**src/rtl/four_bit_priority_encoder.sv**
```systemverilog
// 4-to-2 priority encoder (highest set bit wins) with two independently coded
// encode paths running in lockstep; any disagreement latches a sticky flag.
module four_bit_priority_encoder #(
  parameter bit REG_OUT  = 1'b1,
  parameter bit CHECK_EN = 1'b1
) (
  input  logic       clk,
  input  logic       rst_n,
  input  logic       en,
  input  logic [3:0] x,
  output logic [1:0] y_comb,
  output logic [1:0] y,
  output logic       valid,
  output logic       mismatch
);

  localparam int unsigned XW = 4;
  localparam int unsigned YW = 2;

  logic [YW-1:0] y_a_c;
  logic          valid_a_c;
  logic [YW-1:0] y_b_raw;
  logic [YW-1:0] y_b_c;
  logic          valid_b_c;

  // Path A: wildcard case table
  always_comb begin
    y_a_c = YW'(0);
    casez (x)
      4'b1???: y_a_c = 2'b11;
      4'b01??: y_a_c = 2'b10;
      4'b001?: y_a_c = 2'b01;
      default: y_a_c = 2'b00;
    endcase
  end

  assign valid_a_c = |x;

  // Path B: explicit priority chain, valid from an independent zero compare
  always_comb begin
    y_b_raw = YW'(0);
    if (x[3])      y_b_raw = 2'b11;
    else if (x[2]) y_b_raw = 2'b10;
    else if (x[1]) y_b_raw = 2'b01;
    else           y_b_raw = 2'b00;
  end

  assign y_b_c     = y_b_raw;
  assign valid_b_c = (x != XW'(0));

  assign y_comb = y_a_c;

  generate
    if (REG_OUT) begin : g_reg_out
      logic [YW-1:0] y_q, y_d;
      logic          valid_q, valid_d;

      always_comb begin
        y_d     = y_q;
        valid_d = valid_q;
        if (en) begin
          y_d     = y_a_c;
          valid_d = valid_a_c;
        end
      end

      always_ff @(posedge clk or negedge rst_n) begin
        if (!rst_n) begin
          y_q     <= YW'(0);
          valid_q <= 1'b0;
        end else begin
          y_q     <= y_d;
          valid_q <= valid_d;
        end
      end

      assign y     = y_q;
      assign valid = valid_q;
    end else begin : g_comb_out
      assign y     = y_a_c;
      assign valid = valid_a_c;
    end
  endgenerate

  generate
    if (CHECK_EN) begin : g_check
      logic mismatch_q, mismatch_d;

      // Sticky: once the paths disagree at an edge, hold until reset.
      always_comb begin
        mismatch_d = mismatch_q;
        if ({y_a_c, valid_a_c} != {y_b_c, valid_b_c}) mismatch_d = 1'b1;
      end

      always_ff @(posedge clk or negedge rst_n) begin
        if (!rst_n) mismatch_q <= 1'b0;
        else        mismatch_q <= mismatch_d;
      end

      assign mismatch = mismatch_q;
    end else begin : g_no_check
      assign mismatch = 1'b0;
    end
  endgenerate

endmodule

```
**config.mk**
```make
export PLATFORM = sky130hd
export DESIGN_NAME = four_bit_priority_encoder
export DESIGN_NICKNAME = d
export VERILOG_FILES = /design/src/rtl/four_bit_priority_encoder.sv
export SDC_FILE = /design/constraint.sdc
export NUM_CORES = 1
export LEC_CHECK = 0
export CORE_AREA = 3 3 40 42
export DETAILED_ROUTE_END_ITERATION = 7
export DIE_AREA = 0 0 43 45
export PLACE_DENSITY_LB_ADDON = 0.3
export SYNTH_ARGS = -nofsm -noshare
export SYNTH_HDL_FRONTEND = slang
export SYNTH_SLANG_ARGS = --single-unit
```
**constraint.sdc**
```tcl
create_clock -name clk -period 0.8 [get_ports clk]
set_input_delay 0.16 -clock clk [delete_from_list [all_inputs] [get_ports clk]]
set_output_delay 0.16 -clock clk [all_outputs]
set_load 0.05 [all_outputs]
```
==> insert_results.sql, run 1 <==
INSERT INTO impl_metrics (metric_group, metric, value, unit) VALUES
('pwr', 'powerDensity', '1750', 'nW/µm²'),
('min_path', 'hold_path_class', 'in2async', ''),
('detailed_routing', 'routed_wirelength', '510', 'µm'),
('detailed_routing', 'drcViolationCount', '0', ''),
('global_routing', 'grt_first_pass_wirelength', '807', 'µm'),
('final_layout', 'mostFrequentLayoutCells', 'sky130_fd_sc_hd__buf_12, sky130_fd_sc_hd__buf_4, sky130_fd_sc_hd__nor2_1, sky130_fd_sc_hd__clkbuf_4, sky130_fd_sc_hd__dfrtp_2', ''),
('detailed_routing', 'drtAntennaViolNets', '0', ''),
('critical_path', 'crit_fanout', '2', ''),
('critical_path', 'path_delay_family', 'flip-flops', ''),
('synthesis', 'ys_types', '10', ''),
('final_layout', 'layout_commonest_cell', 'sky130_fd_sc_hd__buf_12', ''),
('critical_path', 'critPathBufInv', '1', ''),
('run_status', 'violations_in_the_final_reports', 'setup timing', ''),
('final_layout', 'filler_cell_count', '143', ''),
('detailed_routing', 'drt_wl_cell', '10.2', 'µm'),
('final_layout', 'area_of_combinational_cells_with_multiple_inputs', '76.3', 'µm²'),
('cts', 'clock_input_transition_at_the_sequential_cells_of_the_worst_setup_and_hold_paths', '0.04', 'ns'),
('cts', 'cts_sinks', '3', ''),
('detailed_routing', 'drtIter0Drc', '3', ''),
('place', 'preCtsSetupSlack', '-0.390', 'ns'),
('floorplanning', 'die_width', '43', 'µm'),
('floorplanning', 'initial_utilization', '11.1', '%'),
('critical_path', 'path_depth', '1', ''),
('floorplanning', 'die_height', '45', 'µm'),
('timing', 'setup-violations-final', '3', ''),
('place', 'port_buffers', '11', ''),
('timing', 'time_the_worst_path_needs_with_i_o_delays_and_setup', '0.962', 'ns'),
('floorplanning', 'placeableCoreArea', '1280', 'µm²'),
('synthesis', 'synth.cell_area', '143', 'µm²'),
('pwr', 'cellLeakagePower', '0.000175', 'µW'),
('final_layout', 'antenna_cells', '0', ''),
('timing', 'report.final.slew_viol_count', '0', ''),
('detailed_routing', 'overall_via_count_from_detail_route', '187', ''),
('critical_path', 'critical_path.cell_chain', 'buf_12', ''),
('run_status', 'outcome', 'complete, but fails checks', ''),
('place', 'place_inst', '44', ''),
('pwr', 'post-layout-total-power', '666', 'µW'),
('place', 'hpwl_after_detailed_placement', '358', 'µm'),
('critical_path', 'critPathRequiredTime', '0.64', 'ns'),
('synthesis', 'netlist_instances', '17', ''),
('timing', 'final.setup.worst_slack', '-0.162', 'ns'),
('synthesis', 'synth.net_count', '24', ''),
('synthesis', 'register_area_share_after_synthesis', '52.6', '%'),
('global_routing', 'grtUsageTotal', '6.26', '%'),
('cts', 'clk-insertion-delay-late', '0.23', 'ns'),
('critical_path', 'category_of_the_worst_setup_path_launch_point', 'flop', ''),
('floorplanning', 'io-pin-count', '13', ''),
('critical_path', 'worst_path_largest_cell_delay', '0.42', 'ns'),
('timing', 'rsz_0062_raised_after_global_routing', 'yes', ''),
('place', 'placed_area', '335', 'µm²'),
('cts', 'cts_root_buffer', 'sky130_fd_sc_hd__clkbuf_4', ''),
('detailed_routing', 'post_drt_via_cell_ratio', '3.74', ''),
('synthesis', 'yosysWarningCount', '0', ''),
('final_layout', 'layoutNonFillerInstCount', '50', ''),
('timing', 'max_clock_freq', '1040', 'MHz'),
('final_layout', 'layout-area-overhead-vs-synth', '168', '%'),
('pwr', 'power.ir.vdd_worst', '602', 'µV'),
('place', 'replace_congestion', '0.727', ''),
('detailed_routing', 'drt_first_pass_iters', '4', ''),
('cts', 'cts_hold_buffers', '0', ''),
('timing', 'final-hold-violation-count', '0', ''),
('cts', 'cts.path.max_buffers', '2', ''),
('cts', 'cts_tree', 'yes', ''),
('critical_path', 'worst_setup_end_kind', 'output port', ''),
('global_routing', 'first_global_vias', '217', ''),
('global_routing', 'gr-total-overflow', '0', ''),
('synthesis', 'synth_seq_cells', '3', ''),
('global_routing', 'grt_start_max_net_pins', '7', ''),
('synthesis', 'synth_area_leaders', 'sky130_fd_sc_hd__dfrtp_1, sky130_fd_sc_hd__a31oi_1, sky130_fd_sc_hd__nor2_1', ''),
('synthesis', 'post_synthesis_mean_instance_area', '8.39', 'µm²'),
('critical_path', 'rr_worst_depth', '2', '');
==> cell type report <==
cell class	count	share of cell area, %
inverters	2	1.97
repair buffers	15	45.6
clock buffers	4	6.89
multi-input cells	11	20.0
flip-flops and latches	3	20.7
well taps	15	4.92
==> what timing repair did <==
item | 4_1_cts | 5_1_grt
setup endpoints to repair | 8 | 4
resized for setup | 15 | 3
setup buffers | 2 | 0
pin swaps | 2 | 1
==> registers in the layout, summed over array words and instances, names as in the netlist <==
signal and cells:
y 2, valid 1
==> path summary, 6_finish.rpt <==
kind	to	from	slack [ns]
worst max-delay path	valid	valid	-0.16
worst min-delay path	valid	rst_n	0.11
worst max register to register	y[0]	y[0]	0.10
worst min register to register	valid	valid	0.58
max in group asynchronous	y[0]	rst_n	0.53
min in group clk	valid	x[3]	0.25
==> cell usage after synthesis <==
library cell,instances
sky130_fd_sc_hd__nor4_1,1
sky130_fd_sc_hd__nand2_1,2
sky130_fd_sc_hd__buf_4,1
sky130_fd_sc_hd__nand2b_1,1
sky130_fd_sc_hd__a21oi_1,1
sky130_fd_sc_hd__dfrtp_1,3
sky130_fd_sc_hd__inv_1,2
sky130_fd_sc_hd__a31oi_1,2
sky130_fd_sc_hd__conb_1,1
sky130_fd_sc_hd__nor2_1,3
==> kinds of logic (layout without fill, tap and decap cells) <==
logic type / count (synthesis) / in the layout / share of synthesized area [%]
and+or+nand+nor: 7 / 7 / 21.9
AOI/OAI and AO/OA: 3 / 3 / 12.3
DFF: 3 / 3 / 52.6
buffers and inverters: 3 / 21 / 10.5
other: 1 / 1 / 2.63
==> report_power, final <==
part           internal, µW  total (µW)  leakage, µW  switching [µW]
combinational           106         221     0.000132             115
sequential              165         177    0.0000282            11.4
clock                   187         268    0.0000150            81.3
==> per-layer routing <==
layer | vias to the layer above | GRT usage (%) | wire length (µm)
met5 | - | 0 | 0
met4 | 0 | 7.23 | 0
met3 | 0 | 2.79 | 87
met2 | 13 | 8.38 | 233
met1 | 85 | 6.78 | 190
li1 | 89 | - | -
==> stage by stage <==
stage | TNS [ns] | util [%] | hold WS (ns)
after global placement | -1.51 | 26.1 | 0.350
final | -0.476 | 29.7 | 0.108
after global routing | -0.529 | 29.7 | 0.113
after CTS | -0.606 | 29.6 | 0.0998
after detailed placement | -1.59 | 26.1 | 0.351
after floorplan | 0 | - | -0.136
Note: power is estimated with default switching activity, not from simulation.
==> inputs of run 2 (changes only) <==
Clock period 0.8 ns to 0.9 ns, I/O delays scaled along.
==> run 2 against run 1 <==
  * The flow still finishes with violations (setup timing)
  * Via count up 2.7%
  * First-iteration DRC count unchanged
  * Flip-flop and latch count unchanged
  * Critical path type unchanged
  * Critical endpoint unchanged
==> insert_results.sql, run 2 (synthesized netlist as in run 1, its figures left out) <==
INSERT INTO impl_metrics (metric_group, metric, value, unit) VALUES
('critical_path', 'worst_setup_end_kind', 'output port', ''),
('critical_path', 'category_of_the_worst_setup_path_launch_point', 'flop', ''),
('critical_path', 'crit_fanout', '2', ''),
('timing', 'rsz_0062_raised_after_global_routing', 'yes', ''),
('final_layout', 'layoutNonFillerInstCount', '52', ''),
('global_routing', 'grt_first_pass_wirelength', '883', 'µm'),
('final_layout', 'layout_commonest_cell', 'sky130_fd_sc_hd__buf_4', ''),
('critical_path', 'reg2reg_from', 'valid', ''),
('pwr', 'power.ir.vdd_worst', '356', 'µV'),
('cts', 'clk-insertion-delay-late', '0.23', 'ns'),
('critical_path', 'path_delay_family', 'flip-flops', ''),
('detailed_routing', 'drtAntennaViolNets', '0', ''),
('place', 'hpwl_after_detailed_placement', '372', 'µm'),
('cts', 'cts_hold_buffers', '0', ''),
('global_routing', 'grt_start_max_net_pins', '7', ''),
('cts', 'clock_input_transition_at_the_sequential_cells_of_the_worst_setup_and_hold_paths', '0.04', 'ns'),
('pwr', 'post-layout-total-power', '597', 'µW'),
('min_path', 'hold_path_class', 'in2async', ''),
('critical_path', 'rr_worst_depth', '3', ''),
('floorplanning', 'initial_utilization', '11.1', '%'),
('cts', 'cts.path.max_buffers', '2', ''),
('global_routing', 'grtUsageTotal', '7.01', '%'),
('global_routing', 'first_global_vias', '197', ''),
('detailed_routing', 'overall_via_count_from_detail_route', '192', ''),
('timing', 'min_period_over_period', '109', '%'),
('critical_path', 'critical_path.cell_chain', 'buf_12', ''),
('final_layout', 'finish.instance_area', '397', 'µm²'),
('detailed_routing', 'drt_first_pass_iters', '2', ''),
('floorplanning', 'die_width', '43', 'µm'),
('timing', 'setup-violations-final', '3', ''),
('detailed_routing', 'post_drt_via_cell_ratio', '3.69', ''),
('floorplanning', 'die_area', '1940', 'µm²'),
('place', 'placed_area', '329', 'µm²'),
('final_layout', 'final_standard_cell_utilization_of_the_core', '30.9', '%'),
('run_status', 'violations_in_the_final_reports', 'setup timing', ''),
('final_layout', 'num-nets-final', '45', ''),
('cts', 'cts-buffers-inserted', '3', ''),
('detailed_routing', 'drtIter0Drc', '3', ''),
('critical_path', 'cp-startpoint', 'valid', ''),
('final_layout', 'antenna_cells', '0', ''),
('cts', 'cts_root_buffer', 'sky130_fd_sc_hd__clkbuf_4', ''),
('job', 'timing.max_cap.violations', '0', ''),
('critical_path', 'path_depth', '1', ''),
('cts', 'maximum_level_of_the_cts_h_tree', '1', ''),
('cts', 'cts_sinks', '3', ''),
('critical_path', 'timing.setup.critical_path_class', 'reg2out', ''),
('place', 'preCtsSetupSlack', '-0.359', 'ns'),
('place', 'port_buffers', '11', ''),
('detailed_routing', 'drt_wl_cell', '9.75', 'µm'),
('place', 'place_inst', '44', ''),
('critical_path', 'critPathBufInv', '1', ''),
('critical_path', 'worst_path_largest_cell_delay', '0.40', 'ns'),
('critical_path', 'critPathRequiredTime', '0.72', 'ns'),
('floorplanning', 'rows', '13', ''),
('final_layout', 'drive_gt1_share', '59.5', '%'),
('cts', 'cts_tree', 'yes', ''),
('place', 'replace_congestion', '0.701', ''),
('run_status', 'outcome', 'complete, but fails checks', ''),
('timing', 'final-hold-violation-count', '0', ''),
('final_layout', 'layout-area-overhead-vs-synth', '178', '%'),
('detailed_routing', 'routed_wirelength', '507', 'µm'),
('floorplanning', 'placeableCoreArea', '1280', 'µm²'),
('critical_path', 'cp.arrival', '0.80', 'ns'),
('final_layout', 'largest_register_ff_count', '2', ''),
('timing', 'report.final.slew_viol_count', '0', ''),
('pwr', 'powerDensity', '1510', 'nW/µm²'),
('timing', 'max_clock_freq', '1020', 'MHz'),
('global_routing', 'grt_antenna_before_repair', '0', ''),
('pwr', 'cellLeakagePower', '0.000195', 'µW'),
('timing', 'final.setup.worst_slack', '-0.0785', 'ns'),
('critical_path', 'timing.critical_path.slowest_stage_cell', 'sky130_fd_sc_hd__dfrtp_1', ''),
('floorplanning', 'die_height', '45', 'µm'),
('global_routing', 'gr-total-overflow', '0', ''),
('final_layout', 'mostFrequentLayoutCells', 'sky130_fd_sc_hd__buf_4, sky130_fd_sc_hd__buf_12', ''),
('timing', 'time_the_worst_path_needs_with_i_o_delays_and_setup', '0.979', 'ns'),
('floorplanning', 'io-pin-count', '13', ''),
('timing', 'finClkSkew', '0', 'ns'),
('detailed_routing', 'drcViolationCount', '0', '');
-- run 2: cell types whose count changed in the layout (fill, tap and decap cells not counted), sizes merged --
cell          previous run  this run
dlymetal6s2s             0         1
dlygate4sd2              1         0
clkbuf                   5         7
-- run 2: layer usage --
metal | share of wire, % | wire length (µm) | track usage (%)
met4 | 3.7 | 19 | 9.04
met3 | 16 | 79 | 4.78
met2 | 40 | 201 | 8.38
met1 | 41 | 207 | 7.04
met5 | 0 | 0 | 0
-- run 2: per-stage QoR --
step / hold slack [ns] / TNS [ns]
6_report: 0.130 / -0.222
5_1_grt: 0.116 / -0.316
3_3_place_gp: 0.369 / -1.11
2_1_floorplan: -0.116 / 0
3_5_place_dp: 0.376 / -1.25
4_1_cts: 0.125 / -0.361
-- run 2: report_power, final --
group | total [µW] | leakage, µW | internal [µW] | switching (µW)
Sequential | 155 | 0.0000300 | 145 | 10.2
Clock | 238 | 0.0000150 | 166 | 71.8
Combinational | 204 | 0.000150 | 101 | 103
-- run 2: cell type report --
class | count | area (µm²)
Clock buffer | 4 | 26.3
Inverter | 2 | 7.51
Tap cell | 15 | 18.8
Fill cell | 145 | 888
Timing Repair Buffer | 17 | 193
Sequential cell | 3 | 75.1
Multi-Input combinational cell | 11 | 76.3
-- run 2: timing repair --
item	in CTS	in global routing
setup endpoints to repair	5	7
pin swaps	0	1
buffers inserted	1	3
hold endpoints to repair	0	0
resized for setup	8	8
-- run 2: worst paths after layout --
path / slack, ns / endpoint
hold / removal: 0.13 / valid
setup / recovery: -0.08 / valid
max in group asynchronous: 0.62 / y[0]
hold reg to reg: 0.59 / y[0]
min in group clk: 0.27 / valid
setup reg to reg: 0.09 / valid
==> inputs of run 3 (changes only) <==
Settings changed: ABC_AREA set to 1, GPL_TIMING_DRIVEN set to 0, SLEW_MARGIN set to 20.
==> run 3 against run 2 <==
  * The run still ends with setup timing left
  * Sequential share of layout area grew 1.3 points
  * Maximum frequency is 3.6% higher
  * Critical path depth unchanged
  * Power down 0.23%
  * Area after synthesis is 9.6% higher
  * Worst setup slack improved by 0.034 ns
  * Largest cell class unchanged
  * Highest routed layer unchanged
==> insert_results.sql, run 3 <==
INSERT INTO impl_metrics (metric_group, metric, value, unit) VALUES
('global_routing', 'first_global_vias', '155', ''),
('synthesis', 'synth.net_count', '29', ''),
('timing', 'report.final.slew_viol_count', '0', ''),
('critical_path', 'timing.setup.critical_path_class', 'reg2out', ''),
('pwr', 'power.ir.vdd_worst', '238', 'µV'),
('place', 'placed_area', '285', 'µm²'),
('synthesis', 'synth_area_leaders', 'sky130_fd_sc_hd__dfrtp_1, sky130_fd_sc_hd__nand2_1, sky130_fd_sc_hd__inv_1', ''),
('timing', 'time_the_worst_path_needs_with_i_o_delays_and_setup', '0.945', 'ns'),
('detailed_routing', 'overall_via_count_from_detail_route', '198', ''),
('final_layout', 'num-nets-final', '53', ''),
('synthesis', 'synth.largest_area_cell', 'sky130_fd_sc_hd__dfrtp_1', ''),
('timing', 'rsz_0062_raised_after_global_routing', 'yes', ''),
('synthesis', 'synth_enable_flop_cells', '0', ''),
('cts', 'cts_root_buffer', 'sky130_fd_sc_hd__clkbuf_4', ''),
('synthesis', 'synth_top_family_by_area', 'simple AND/OR/NAND/NOR gates', ''),
('critical_path', 'path_delay_family', 'flip-flops', ''),
('global_routing', 'gr-total-overflow', '0', ''),
('floorplanning', 'die_height', '45', 'µm'),
('timing', 'final.setup.worst_slack', '-0.0450', 'ns'),
('synthesis', 'yosysWarningCount', '0', ''),
('final_layout', 'finish.instance_area', '372', 'µm²'),
('timing', 'final-hold-violation-count', '0', ''),
('cts', 'cts_hold_buffers', '0', ''),
('timing', 'hold_ws', '0.129', 'ns'),
('detailed_routing', 'post_drt_via_cell_ratio', '3.30', ''),
('floorplanning', 'die_area', '1940', 'µm²'),
('final_layout', 'largest_register_ff_count', '2', ''),
('detailed_routing', 'drt_first_pass_iters', '1', ''),
('critical_path', 'timing.critical_path.slowest_stage_cell', 'sky130_fd_sc_hd__dfrtp_1', ''),
('cts', 'cts_tree', 'yes', ''),
('critical_path', 'critical_path.cell_chain', 'buf_6', ''),
('global_routing', 'globalRouteMet1Util', '4.85', '%'),
('global_routing', 'grtUsageTotal', '4.26', '%'),
('cts', 'clock_input_transition_at_the_sequential_cells_of_the_worst_setup_and_hold_paths', '0.04', 'ns'),
('timing', 'max_clock_freq', '1060', 'MHz'),
('cts', 'cts.path.max_buffers', '2', ''),
('global_routing', 'groute.layer.met2.usage', '6.59', '%'),
('min_path', 'hold_path_class', 'in2async', ''),
('detailed_routing', 'drt_wl_cell', '6.73', 'µm'),
('floorplanning', 'rows', '13', ''),
('synthesis', 'synth_async_sr_flop_share', '100', '%'),
('synthesis', 'synth.top_cell.area_share', '48.0', '%'),
('pwr', 'powerDensity', '1600', 'nW/µm²'),
('critical_path', 'critPathRequiredTime', '0.72', 'ns'),
('synthesis', 'synthMuxAreaShare', '0', '%'),
('place', 'hpwl_after_detailed_placement', '297', 'µm'),
('detailed_routing', 'routed_wirelength', '404', 'µm'),
('timing', 'setup-violations-final', '3', ''),
('floorplanning', 'initial_utilization', '12.2', '%'),
('critical_path', 'critPathBufInv', '1', ''),
('synthesis', 'adder_cell_area_share_of_the_yosys_netlist', '0', '%'),
('critical_path', 'rr_worst_depth', '3', ''),
('synthesis', 'synth_compound_gate_area_share', '3.20', '%'),
('cts', 'cts_sinks', '3', ''),
('synthesis', 'synth_xor_xnor_area_share', '0', '%'),
('place', 'port_buffers', '11', ''),
('synthesis', 'synth.cell_area', '156', 'µm²'),
('final_layout', 'antenna_cells', '0', ''),
('cts', 'cts-buffers-inserted', '3', ''),
('final_layout', 'mostFrequentLayoutCells', 'sky130_fd_sc_hd__nand2_1, sky130_fd_sc_hd__buf_4, sky130_fd_sc_hd__inv_1, sky130_fd_sc_hd__buf_6', ''),
('synthesis', 'yosys.cell_count.top_type', 'sky130_fd_sc_hd__nand2_1', ''),
('pwr', 'cellLeakagePower', '0.000204', 'µW'),
('critical_path', 'worst_reg2reg_setup_slack', '0.17', 'ns'),
('critical_path', 'cp.arrival', '0.76', 'ns'),
('timing', 'min_period_over_period', '105', '%'),
('critical_path', 'category_of_the_worst_setup_path_launch_point', 'flop', ''),
('timing', 'finClkSkew', '0', 'ns'),
('synthesis', 'register_area_share_after_synthesis', '48.0', '%'),
('floorplanning', 'placeableCoreArea', '1280', 'µm²'),
('critical_path', 'reg2reg_from', 'y[1]', ''),
('run_status', 'violations_in_the_final_reports', 'setup timing', ''),
('detailed_routing', 'drtAntennaViolNets', '0', ''),
('job', 'timing.max_cap.violations', '0', ''),
('floorplanning', 'die_width', '43', 'µm'),
('critical_path', 'worst_path_largest_cell_delay', '0.38', 'ns'),
('detailed_routing', 'drtIter0Drc', '0', ''),
('place', 'replace_congestion', '0.557', ''),
('critical_path', 'rr_endpoint', 'y[1]', ''),
('final_layout', 'layout-area-overhead-vs-synth', '138', '%'),
('synthesis', 'synth_seq_cells', '3', ''),
('global_routing', 'grt_first_pass_wirelength', '572', 'µm'),
('final_layout', 'drive_gt1_share', '46.7', '%'),
('run_status', 'outcome', 'complete, but fails checks', ''),
('global_routing', 'grt_start_max_net_pins', '5', ''),
('global_routing', 'grt_antenna_before_repair', '0', ''),
('synthesis', 'ys_types', '9', ''),
('pwr', 'post-layout-total-power', '596', 'µW'),
('synthesis', 'synth.top_cells.by_count', 'sky130_fd_sc_hd__nand2_1, sky130_fd_sc_hd__inv_1, sky130_fd_sc_hd__dfrtp_1', ''),
('synthesis', 'synthFlopType', 'sky130_fd_sc_hd__dfrtp_1', ''),
('floorplanning', 'io-pin-count', '13', ''),
('synthesis', 'synth_simple_gate_area_share', '32.0', '%'),
('detailed_routing', 'drcViolationCount', '0', ''),
('global_routing', 'groute.layer.met3.usage', '0', '%'),
('cts', 'maximum_level_of_the_cts_h_tree', '1', ''),
('critical_path', 'worst_setup_end_kind', 'output port', ''),
('synthesis', 'netlist_instances', '22', ''),
('cts', 'clk-insertion-delay-late', '0.23', 'ns'),
('synthesis', 'post_synthesis_mean_instance_area', '7.11', 'µm²'),
('critical_path', 'crit_fanout', '2', ''),
('global_routing', 'grt-busiest-layer', 'met2', '');
## run 3: worst max path at each step
stage                from   endpoint  slack (ns)  depth (start not counted)
floorplan            y[1]       y[1]        0.06                          2
global placement     x[3]  y_comb[0]       -0.88                          4
detailed placement   x[3]  y_comb[0]       -0.88                          4
CTS                  y[1]       y[1]       -0.06                          1
global route         y[1]       y[1]       -0.08                          1
finish              valid      valid       -0.04                          1
## run 3: metal layers
| metal | wire (µm) | vias to the layer above |
|---|---|---|
| met5 | 0 | - |
| met4 | 16 | 0 |
| met3 | 30 | 2 |
| met2 | 189 | 11 |
| met1 | 167 | 78 |
| li1 | - | 107 |
## run 3: repair_timing
action	in CTS	in global routing
endpoints found under the setup margin	5	5
buffers inserted	7	1
gates resized for setup	41	3
pin swaps	2	3
## run 3: kinds of logic (layout without fill, tap and decap cells)
family | Yosys count | count (layout)
AO/OA/AOI/OAI | 1 | 1
buffers and inverters | 5 | 28
flip-flops | 3 | 3
other | 1 | 1
AND/OR/NAND/NOR | 12 | 12
## run 3: metrics by stage
step / TNS [ns] / instances / util, % / setup slack, ns
after floorplan: 0 / 22 / - / 0.0558
after global placement: -3.38 / 48 / 22.2 / -0.876
after detailed placement: -3.37 / 48 / 22.2 / -0.878
after CTS: -0.160 / 59 / 29.0 / -0.0554
after global routing: -0.223 / 60 / 28.9 / -0.0806
final: -0.132 / 60 / 28.9 / -0.0450
## run 3: cell type report
cell class / instances / area (µm²)
Buffer: 1 / 7.51
Clock buffer: 4 / 26.3
Fill cell: 143 / 913
Inverter: 4 / 15.0
Multi-Input combinational cell: 14 / 58.8
Sequential cell: 3 / 75.1
Tap cell: 15 / 18.8
Timing Repair Buffer: 19 / 170
## run 3: where the power goes
part / switching (µW) / leakage, µW / internal, µW
Clock: 68.1 / 0.0000150 / 166
Combinational: 111 / 0.000154 / 94.5
Sequential: 7.92 / 0.0000342 / 148
Total: 187 / 0.000204 / 409
